### src/rtl/if_queue.sv
// ---------------------------------------------------------------------------
// if_queue: instruction fetch queue sitting between the I-cache and decode.
// Circular FIFO of {pc, inst} entries with read/write pointers and an
// occupancy counter. Flush discards everything; empty queue presents NOP.
//
// Ports:
//   clk_i        - clock, all state updates on rising edge
//   rst_i        - synchronous active-high reset
//   flush_i      - redirect/flush, discards all queued instructions
//   enq_valid_i  - fetch presents an instruction
//   enq_pc_i     - PC of presented instruction
//   enq_inst_i   - instruction word from the I-cache
//   enq_ready_o  - queue can accept an instruction this cycle
//   deq_valid_o  - head instruction presented to decode
//   deq_pc_o     - PC of head entry (0 when empty)
//   deq_inst_o   - instruction of head entry (NOP_INST when empty)
//   deq_ready_i  - decode accepts the head entry
//   count_o      - number of occupied entries
// ---------------------------------------------------------------------------
module if_queue #(
   parameter int unsigned DEPTH    = 4,
   parameter logic [31:0] NOP_INST = 32'h0000_0013
) (
   input  logic                       clk_i,
   input  logic                       rst_i,
   input  logic                       flush_i,
   input  logic                       enq_valid_i,
   input  logic [31:0]                enq_pc_i,
   input  logic [31:0]                enq_inst_i,
   output logic                       enq_ready_o,
   output logic                       deq_valid_o,
   output logic [31:0]                deq_pc_o,
   output logic [31:0]                deq_inst_o,
   input  logic                       deq_ready_i,
   output logic [$clog2(DEPTH):0]     count_o
);

   localparam int unsigned PW = $clog2(DEPTH);
   localparam int unsigned CW = PW + 1;

   // Elaboration-time guard on DEPTH.
   if ((DEPTH < 2) || ((DEPTH & (DEPTH - 1)) != 0)) begin : g_bad_depth
      $error("if_queue: DEPTH must be a power of two and at least 2");
   end

   typedef struct packed {
      logic [31:0] pc;
      logic [31:0] inst;
   } entry_t;

   entry_t          mem_q [DEPTH];
   logic [PW-1:0]   rd_ptr_q, rd_ptr_d;
   logic [PW-1:0]   wr_ptr_q, wr_ptr_d;
   logic [CW-1:0]   count_q,  count_d;
   logic            enq_ready, deq_valid;
   logic            enq_fire,  deq_fire;
   entry_t          head;

   // Handshake qualification; ready looks only at the registered count so a
   // slot freed by a same-cycle dequeue is offered one cycle later.
   always_comb begin
      enq_ready = (count_q < CW'(DEPTH)) && !flush_i;
      deq_valid = (count_q != '0) && !flush_i;
      enq_fire  = enq_valid_i && enq_ready;
      deq_fire  = deq_valid && deq_ready_i;
   end

   // Next-state for pointers and occupancy; flush overrides both handshakes.
   always_comb begin
      rd_ptr_d = rd_ptr_q;
      wr_ptr_d = wr_ptr_q;
      count_d  = count_q;
      if (flush_i) begin
         rd_ptr_d = '0;
         wr_ptr_d = '0;
         count_d  = '0;
      end else begin
         if (enq_fire) wr_ptr_d = wr_ptr_q + PW'(1);
         if (deq_fire) rd_ptr_d = rd_ptr_q + PW'(1);
         case ({enq_fire, deq_fire})
            2'b10:   count_d = count_q + CW'(1);
            2'b01:   count_d = count_q - CW'(1);
            default: count_d = count_q;
         endcase
      end
   end

   // Control state; reset wins over flush and handshakes.
   always_ff @(posedge clk_i) begin
      if (rst_i) begin
         rd_ptr_q <= '0;
         wr_ptr_q <= '0;
         count_q  <= '0;
      end else begin
         rd_ptr_q <= rd_ptr_d;
         wr_ptr_q <= wr_ptr_d;
         count_q  <= count_d;
      end
   end

   // Storage array, intentionally not reset.
   always_ff @(posedge clk_i) begin
      if (enq_fire && !rst_i) begin
         mem_q[wr_ptr_q] <= '{pc: enq_pc_i, inst: enq_inst_i};
      end
   end

   // Head presentation; empty queue shows pc 0 and NOP.
   always_comb begin
      head        = mem_q[rd_ptr_q];
      enq_ready_o = enq_ready;
      deq_valid_o = deq_valid;
      count_o     = count_q;
      if (count_q != '0) begin
         deq_pc_o   = head.pc;
         deq_inst_o = head.inst;
      end else begin
         deq_pc_o   = 32'h0;
         deq_inst_o = NOP_INST;
      end
   end

endmodule

### config.mk
export PLATFORM = sky130hd
export DESIGN_NAME = if_queue
export DESIGN_NICKNAME = d
export VERILOG_FILES = /design/src/rtl/if_queue.sv
export SDC_FILE = /design/constraint.sdc
export NUM_CORES = 1
export LEC_CHECK = 0
export ABC_AREA = 0
export CAP_MARGIN = 10
export CORE_MARGIN = 1
export CORE_UTILIZATION = 45
export DETAILED_ROUTE_END_ITERATION = 8
export PLACE_DENSITY = 0.67
export SLEW_MARGIN = 15
export SYNTH_ARGS = -nofsm -noshare
export SYNTH_HDL_FRONTEND = slang
export SYNTH_SLANG_ARGS = --single-unit
export TNS_END_PERCENT = 20
### constraint.sdc
create_clock -name clk_i -period 4.3 [get_ports clk_i]
set_input_delay 0.43 -clock clk_i [delete_from_list [all_inputs] [get_ports clk_i]]
set_output_delay 0.43 -clock clk_i [all_outputs]
set_load 0.01 [all_outputs]
==> results of run 1 <==
==> cells in the mapped netlist, types with 4 or more instances <==
cell      instances
dfxtp_1           9
mux4_2           64
clkbuf_1          7
and2b_1          15
ha_1              5
nor2_1           11
buf_12            4
buf_2             6
inv_1             5
edfxtp_1        256
and2_1            4
nor2b_1          47
==> worst paths after layout <==
check / end / cells past startpoint
max reg2reg: mem_q[2][54] / 3
max: deq_pc_o[23] / 4
min reg2reg: flop / 2
min: flop / 2
==> critical path, delay by kind of cell, from the launching register on <==
kind / cells / cell delay (ns)
buffers and inverters: 2 / 0.86
DFF: 1 / 0.80
muxes: 1 / 0.56
and+or+nand+nor: 1 / 0.15
==> metrics by stage <==
step | total power (W) | hold WS (ns) | cells | setup WS, ns | cell area [sq um]
CTS | 0.005549 | 0.5099 | 905 | 0.8666 | 12720
finish | 0.005497 | 0.5045 | 905 | 0.9571 | 12720
global placement | 0.003146 | 0.4595 | 857 | 1.373 | 11800
detailed placement | 0.003155 | 0.4861 | 857 | 1.295 | 11800
global route | 0.005652 | 0.5363 | 905 | 0.7614 | 12720
floorplan | 0.003007 | 0.4591 | 459 | 1.303 | 10200
==> cell families after synthesis <==
| group | share of synthesized area [%] |
|---|---|
| AO/OA/AOI/OAI | 0.3188 |
| XOR/XNOR | 0.3434 |
| adder cells (fa/ha/maj) | 0.8093 |
| buffers and inverters | 1.974 |
| flip-flops | 77.11 |
| multiplexers | 14.22 |
| AND/OR/NAND/NOR | 5.224 |
==> cell type report <==
type | count | area share (%)
sequential | 265 | 61.89
multi-input combinational | 167 | 16.90
timing repair buffer | 140 | 11.05
clock buffer | 32 | 5.458
tap | 280 | 2.753
clock inverter | 16 | 1.790
inverter | 5 | 0.1475
==> registers in the layout, summed over array words and instances (netlist names), named ones only <==
name	count
count_o	3
mem_q	256
rd_ptr_q	2
wr_ptr_q	2
==> routing by layer <==
layer	global-route usage (%)	routed length (microns)	vias to the layer above
met1	21.39	7603	2437
li1	-	-	2145
met2	29.42	9884	140
met3	3.356	1098	22
met5	0	0	-
met4	4.040	285	0
==> report_power, final <==
part | total [W] | switching, W | internal [W]
clock network | 0.00240 | 0.000896 | 0.00150
logic | 0.000229 | 0.0000996 | 0.000129
registers | 0.00287 | 0.0000100 | 0.00286
==> placed cells by master, fill, tap and decap left out <==
cell and count:
clkdlybuf4s50_1 137, inv_1 5, fa_1 1, nand2_1 1, ha_1 5, buf_4 2
xnor2_1 1, or2_1 3, mux2i_1 1, and2_4 4, bufinv_16 6, or3_1 2
buf_12 1, a21oi_1 3, o31ai_1 1, clkinv_2 5, nor2_1 11, or3b_2 1
xor2_1 3, nor3_4 1, clkinvlp_4 1, clkbuf_16 27, clkinv_1 4, and2b_1 15
edfxtp_1 256, clkbuf_1 5, dfxtp_4 2, o21ai_0 2, or2_2 1, nor2b_1 47
mux4_2 64, dfxtp_1 7
==> metrics.cfg, run 1 <==
[synth]
synth-edff-count=256
async_flop_share_pct=0
synthDistinctLibCells=28
synthFlopType=edfxtp_1
yosys-top-cells-area=edfxtp_1, mux4_2, nor2b_1, dfxtp_1, and2b_1
syn_area_sq_um=10200
postSynthAreaPerCell_sq_um=22.23
synth_nets=534
ys_seq_elements=265
yosys.area.top_type_share_pct=75.34
synth_top_cell_by_area=edfxtp_1
netlist_instances=459
yosysWarnings=0
yosysSeqAreaShare_pct=77.11

[global_routing]
grtUsageTotal_pct=16.74
grt_pass1_wl_microns=29660
grt_max_degree=65
grt_pass1_vias=5182
overflow=0
antenna_found_initial=0

[detailed_routing]
detail_route.first_pass.iterations=9
routed_wl_microns=18870
ant_nets=0
detail_route.wl_per_cell_microns=20.85
drt_iter0_drc=275
num_vias=4744
via_per_inst=5.242
post-route-drc-count=7

[hold_path]
hold_path.class=flop to flop
min_from=rd_ptr_q[1]

[timing]
rsz0062_at_grt=false
min_period_ns=3.343
period_share_pct=77.74
relSlewSlack_pct=33.77
slew_violations=0
worst_pin_slew_ns=0.9934
setup_violations=0
fmax_mhz=299.1
finalSetupTns_ns=0
skew_ns=0.01075
finalHoldViolations=0

[final_layout]
fillCellCount=1596
final_core_util_pct=57.77
multi_input_area_sq_um=2151
drive_gt1_share_pct=18.40
syn2layout_area_growth_pct=24.70
antenna_cells=0
nNetsFinal=680
seq_area_sq_um=7875

[critical_path]
startpoint_type=flop
ff2ff_setup_slack_ns=1.87
crit_required_ns=3.87
cpPeakStageDelay_ns=0.80
endpoint_kind=output pin
reg2reg_from=count_o[2]
worstPathArrival_ns=2.91
slowest_stage=dfxtp_4
cp_max_fo=33
crit_path_cell_trace=buf_12 -> mux4_2 -> nor2b_1 -> clkdlybuf4s50_1
crit_type=flop to output pin

[flow_run]
cap_violations=0

[clocking]
clk_latency_ns=0.52
clk_path_buf_depth=3
path_clk_slew_ns=0.06
cts_resized=0
cts_tree=yes
post-cts-setup-buffers=0
cts-root-buf=clkbuf_16
hold_buffers=0
htreeDepth=1
cts_buffers=26
cts.sinks=265

[die]
die_x_microns=152.6
die_y_microns=152.6
dieArea_sq_um=23280
pin_count=138
start_util_pct=46.32
core_area_sq_um=22030
num_rows=54

[power_and_ir_drop]
powerDensity_nw_per_um2=432.0
p_leak_nw=3.978
ir_worst_vdd_v=0.0002652

[placed_design]
hpwl_microns=10980
gp_congestion=0.6834
numPortBuffers=137

[outcome]
status=finished, violations left
violations=DRC

No activity file was read; power rests on OpenSTA's default activity.
==> run 2: changes to the inputs <==
--- a/config.mk
+++ b/config.mk
@@ -10,7 +10,7 @@
 export CORE_MARGIN = 1
 export CORE_UTILIZATION = 45
 export DETAILED_ROUTE_END_ITERATION = 8
-export PLACE_DENSITY = 0.67
+export PLACE_DENSITY = 0.7
 export SLEW_MARGIN = 15
 export SYNTH_ARGS = -nofsm -noshare
 export SYNTH_HDL_FRONTEND = slang
==> constraint.sdc (replaced) <==
create_clock -name clk_i -period 3.03 [get_ports clk_i]
set_input_delay 0.303 -clock clk_i [delete_from_list [all_inputs] [get_ports clk_i]]
set_output_delay 0.303 -clock clk_i [all_outputs]
set_load 0.01 [all_outputs]
==> metrics.cfg, run 2 (synthesis results as in run 1) <==
[clocking]
cts_resized=0  ; unchanged
hold_buffers=0  ; unchanged
htreeDepth=1  ; unchanged
cts_tree=yes
path_clk_slew_ns=0.06  ; about the same
cts_buffers=27  ; +3.8%
clk_latency_ns=0.53  ; about the same
cts.sinks=265  ; unchanged
cts-root-buf=clkbuf_16
clk_path_buf_depth=3  ; unchanged

[outcome]
violations=DRC
status=finished, violations left

[final_layout]
syn2layout_area_growth_pct=26.92
nNetsFinal=695  ; +2.2%
mostFrequentLayoutCells=edfxtp_1, clkdlybuf4s50_1, mux4_2
fillCellCount=1607  ; +0.69%
final_common_cell=edfxtp_1
top_register=mem_q
drive_gt1_share_pct=20.75  ; +2.3 points
largest_reg_flops=256  ; unchanged
final_core_util_pct=58.79  ; +1.0 points
stdcell_count=921  ; +1.8%
multi_input_area_sq_um=2151  ; unchanged
antenna_cells=0  ; unchanged
seq_area_sq_um=7875  ; unchanged

[timing]
slew_violations=0  ; unchanged
worst_pin_slew_ns=0.5148  ; -0.4786 ns
period_share_pct=89.54
rsz0062_at_grt=false
setup_ws_ns=0.3169  ; -0.6402 ns
finalSetupTns_ns=0  ; unchanged
finalHoldViolations=0  ; unchanged
min_period_ns=2.713
relSlewSlack_pct=65.68  ; +32 points
skew_ns=0.01814  ; +0.007396 ns
whs_ns=0.4187  ; -0.08580 ns
setup_violations=0  ; unchanged
fmax_mhz=368.6

[critical_path]
ff2ff_setup_slack_ns=0.82  ; -1.05 ns
startpoint_type=flop
worst_r2r_endpoint=mem_q[3][34]
cp_max_fo=42  ; +27%
reg2regPathDepth=4  ; +1
crit_required_ns=2.73  ; -1.14 ns
crit_type=flop to output pin
reg2reg_from=count_o[2]
worstPathArrival_ns=2.41  ; -0.50 ns
endpoint_kind=output pin

[die]
start_util_pct=46.32  ; unchanged
dieArea_sq_um=23280  ; unchanged
die_x_microns=152.6  ; unchanged
core_area_sq_um=22030  ; unchanged
die_y_microns=152.6  ; unchanged
pin_count=138  ; unchanged
num_rows=54  ; unchanged

[power_and_ir_drop]
powerDensity_nw_per_um2=596.2  ; +38%
p_leak_nw=4.080  ; +2.6%
internal_power_w=0.006246  ; +39%
switching_share_pct=19.11  ; +0.81 points
ir_worst_vdd_v=0.0004731  ; +78%
clkPwrFrac_pct=42.9  ; -0.8 points
pwr-share-comb_pct=4.4  ; +0.2 points
seqPwrFrac_pct=52.7  ; +0.5 points
power.net_switching_w=0.001475  ; +47%

[global_routing]
grt_max_degree=43  ; -34%
gr-usage-met2_pct=30.54  ; +1.1 points
grtUsageTotal_pct=17.34  ; +0.60 points
grt_pass1_vias=5261  ; +1.5%
antenna_found_initial=0  ; unchanged
met3_usage_pct=2.787  ; -0.57 points
grt_util_met1_pct=22.55  ; +1.2 points
overflow=0  ; unchanged
top_usage_layer=met2
grt_pass1_wl_microns=30530  ; +2.9%

[detailed_routing]
detail_route.wl_per_cell_microns=21.30  ; +2.2%
routed_wl_microns=19620  ; +4.0%
num_vias=4833  ; +1.9%
detail_route.first_pass.iterations=9  ; unchanged
post-route-drc-count=3  ; -4
ant_nets=0  ; unchanged
via_per_inst=5.248  ; +0.11%
drt_iter0_drc=262  ; -4.7%

[placed_design]
numPortBuffers=137  ; unchanged
place_ws_ns=0.4357  ; -0.8591 ns
hpwl_microns=12170  ; +11%
placed_cells=869  ; +1.4%
gp_congestion=0.7656  ; +12%

[hold_path]
hold_path.class=input port to flop
worstHoldEndpoint=mem_q[0][45]
min_from=enq_pc_i[13]
hold_depth=1  ; -1

[flow_run]
cap_violations=0  ; unchanged

-- run 2: changes by cell type in the layout (fill, tap and decap cells not counted), sizes merged --
cell,before,now
clkbuf,32,37
inv,5,7
buf,3,17
bufinv,6,3
clkinv,9,7
-- run 2: what timing repair did --
action | in CTS | in global routing
setup buffers | 0 | 2
endpoints found under the setup margin | 0 | 2
endpoints found under the hold margin | 0 | 0
-- run 2: power by group through the flow --
stage / clock [W] / combinational, W / sequential [W]
after CTS: 0.00338 / 0.000346 / 0.00407
final: 0.00331 / 0.000343 / 0.00407
after global placement: 0 / 0.000334 / 0.00414
after detailed placement: 0 / 0.000343 / 0.00414
after global routing: 0.00352 / 0.000368 / 0.00407
after floorplan: 0 / 0.000123 / 0.00414
-- run 2: through the flow --
stage	total power, W	area (sq um)
final	0.007721	12950
after global routing	0.007950	12950
after CTS	0.007791	12920
after detailed placement	0.004488	12020
after global placement	0.004476	12020
after floorplan	0.004268	10200
-- run 2: how the worst max path moves through the flow --
stage | start | to | slack, ns
2_1_floorplan | count_o[2] | mem_q[0][0] | 0.04
3_3_place_gp | enq_valid_i | mem_q[3][33] | 0.49
3_5_place_dp | flush_i | mem_q[3][34] | 0.44
4_1_cts | flop | deq_pc_o[1] | 0.04
5_1_grt | flop | deq_pc_o[4] | 0.22
6_report | count_o[0] | deq_inst_o[0] | 0.32
-- run 2: layer usage --
| metal | up-vias | wire, microns |
|---|---|---|
| met2 | 162 | 10140 |
| met1 | 2480 | 8073 |
| li1 | 2167 | - |
| met4 | 0 | 299 |
| met3 | 24 | 1107 |
| met5 | - | 0 |
-- run 2: worst max-delay path: stages, from the launching register on --
cell	delay, ns
dfxtp_1	0.39
nor3_4	0.23
buf_4	0.46
or2_1	0.22
clkdlybuf4s50_1	0.55
-- run 2: cell type report --
class                           count  share of cell area [%]
Tap cell                          280                   2.705
Clock inverter                     13                   1.179
Sequential cell                   265                   60.81
Inverter                            5                  0.1449
Clock buffer                       37                   5.816
Multi-Input combinational cell    167                   16.61
Timing Repair Buffer              154                   12.73
==> run 3: changes to the inputs <==
--- a/config.mk
+++ b/config.mk
@@ -7,9 +7,9 @@
 export LEC_CHECK = 0
 export ABC_AREA = 0
 export CAP_MARGIN = 10
-export CORE_MARGIN = 1
 export CORE_UTILIZATION = 45
 export DETAILED_ROUTE_END_ITERATION = 8
+export GPL_TIMING_DRIVEN = 0
 export PLACE_DENSITY = 0.7
 export SLEW_MARGIN = 15
 export SYNTH_ARGS = -nofsm -noshare
==> metrics.cfg, run 3 (synthesis results as in run 1) <==
[clocking]
cts-root-buf=clkbuf_16
hold_buffers=0  ; unchanged
clk_latency_ns=0.53  ; about the same
cts_resized=0  ; unchanged
cts_tree=yes
clk_path_buf_depth=3  ; unchanged
post-cts-setup-buffers=0  ; unchanged
cts_buffers=26  ; -3.7%
path_clk_slew_ns=0.06  ; about the same
cts.sinks=265  ; unchanged
htreeDepth=1  ; unchanged

[final_layout]
mostFrequentLayoutCells=edfxtp_1, clkdlybuf4s50_1, mux4_2
syn2layout_area_growth_pct=25.84
final_common_cell=edfxtp_1
nNetsFinal=703  ; +1.2%
antenna_cells=0  ; unchanged
largest_reg_flops=256  ; unchanged
drive_gt1_share_pct=19.75  ; -1.0 points
top_register=mem_q
design_area_sq_um=12840  ; -0.85%

[die]
pin_count=138  ; unchanged
num_rows=54  ; unchanged
start_util_pct=46.32  ; unchanged
die_x_microns=152.6  ; unchanged
core_area_sq_um=22030  ; unchanged
dieArea_sq_um=23280  ; unchanged
die_y_microns=152.6  ; unchanged

[timing]
relSlewSlack_pct=64.77  ; -0.92 points
setup_ws_ns=0.2189  ; -0.09797 ns
finalSetupTns_ns=0  ; unchanged
slew_violations=0  ; unchanged
rsz0062_at_grt=false
finalHoldViolations=0  ; unchanged
fmax_mhz=355.7  ; -3.5%
worst_pin_slew_ns=0.5285  ; +0.01373 ns
skew_ns=0.007166  ; -0.01098 ns
whs_ns=0.3977  ; -0.02102 ns
min_period_ns=2.811  ; +0.09797 ns
setup_violations=0  ; unchanged
period_share_pct=92.78  ; +3.2 points

[detailed_routing]
detail_route.wl_per_cell_microns=20.76  ; -2.5%
wl_met3_microns=1234  ; +11%
dr.max_layer_used=met4
m1WireLength_microns=7607  ; -5.8%
num_vias=4823  ; -0.21%
post-route-drc-count=8  ; +5
detail_route.first_pass.iterations=6  ; -3
ant_nets=0  ; unchanged
via_per_inst=5.197  ; -0.96%
routed_wl_microns=19270  ; -1.8%
met2_length_microns=10100  ; -0.35%
drt_iter0_drc=197  ; -25%

[placed_design]
hpwl_microns=12110  ; -0.52%
numPortBuffers=137  ; unchanged
place_ws_ns=0.2117  ; -0.2240 ns
placed_area_sq_um=12040  ; +0.18%
gp_congestion=0.7138  ; -6.8%

[critical_path]
crit_path_cell_trace=nor3_2 -> buf_4 -> clkbuf_1 -> and2b_1 -> clkdlybuf4s50_1
cp_max_fo=10  ; -76%
startpoint=count_o[0]
startpoint_type=flop
worstPathArrival_ns=2.51  ; +0.10 ns
crit_required_ns=2.73  ; about the same
cpPeakStageDelay_ns=0.48  ; -0.07 ns
reg2reg_from=count_o[2]
slowest_stage=clkdlybuf4s50_1
reg2regPathDepth=4  ; unchanged
endpoint_kind=output pin
crit_type=flop to output pin

[hold_path]
hold_depth=1  ; unchanged
hold_path.class=input port to flop
min_from=enq_pc_i[22]

[outcome]
violations=DRC
status=finished, violations left

[global_routing]
grt_max_degree=46  ; +7.0%
grt_pass1_vias=5483  ; +4.2%
grtUsageTotal_pct=17.14  ; -0.20 points
grt_pass1_wl_microns=30380  ; -0.48%
overflow=0  ; unchanged
antenna_found_initial=0  ; unchanged

[power_and_ir_drop]
p_leak_nw=4.050  ; -0.75%
ir_worst_vdd_v=0.0004944  ; +4.5%
powerDensity_nw_per_um2=578.2  ; -3.0%

[flow_run]
cap_violations=0  ; unchanged

-- run 3: worst paths after layout --
path	end	slack, ns
worst max-delay path	deq_inst_o[15]	0.22
worst min-delay path	mem_q[2][54]	0.40
worst max register to register	mem_q[2][39]	0.67
worst min register to register	flop	0.52
-- run 3: area by class of cell --
class	instances	area [sq um]
fill	1624	9186
sequential	265	7868
multi-input combinational	167	2145
timing repair buffer	141	1474
clock buffer	39	719.4
tap	280	350.3
buffer	22	186.4
clock inverter	9	78.83
inverter	5	18.77
-- run 3: power breakdown --
group          internal [W]  total (W)  switching (W)  leakage, nW
clock               0.00173    0.00302        0.00130        0.391
sequential          0.00406    0.00407      0.0000101         2.39
combinational      0.000192   0.000337       0.000145         1.27
total               0.00597    0.00742        0.00145         4.05
-- run 3: layer usage --
metal | up-vias | global-route usage [%]
met5 | - | 0
met4 | 0 | 4.473
met3 | 26 | 4.096
met2 | 134 | 31.43
met1 | 2473 | 20.14
li1 | 2190 | -
-- run 3: stage by stage --
stage,power (W),utilization [%],cells
global placement,0.004467,54.14,876
global route,0.007654,58.29,928
floorplan,0.004268,-,459
CTS,0.007484,58.28,928
finish,0.007424,58.29,928
detailed placement,0.004486,54.65,880
-- run 3: critical path: cells and delay by family, from the launching register on --
| family | cells | cell delay [ns] |
|---|---|---|
| simple gates | 2 | 0.51 |
| flops | 1 | 0.37 |
| buf+inv | 3 | 1.10 |
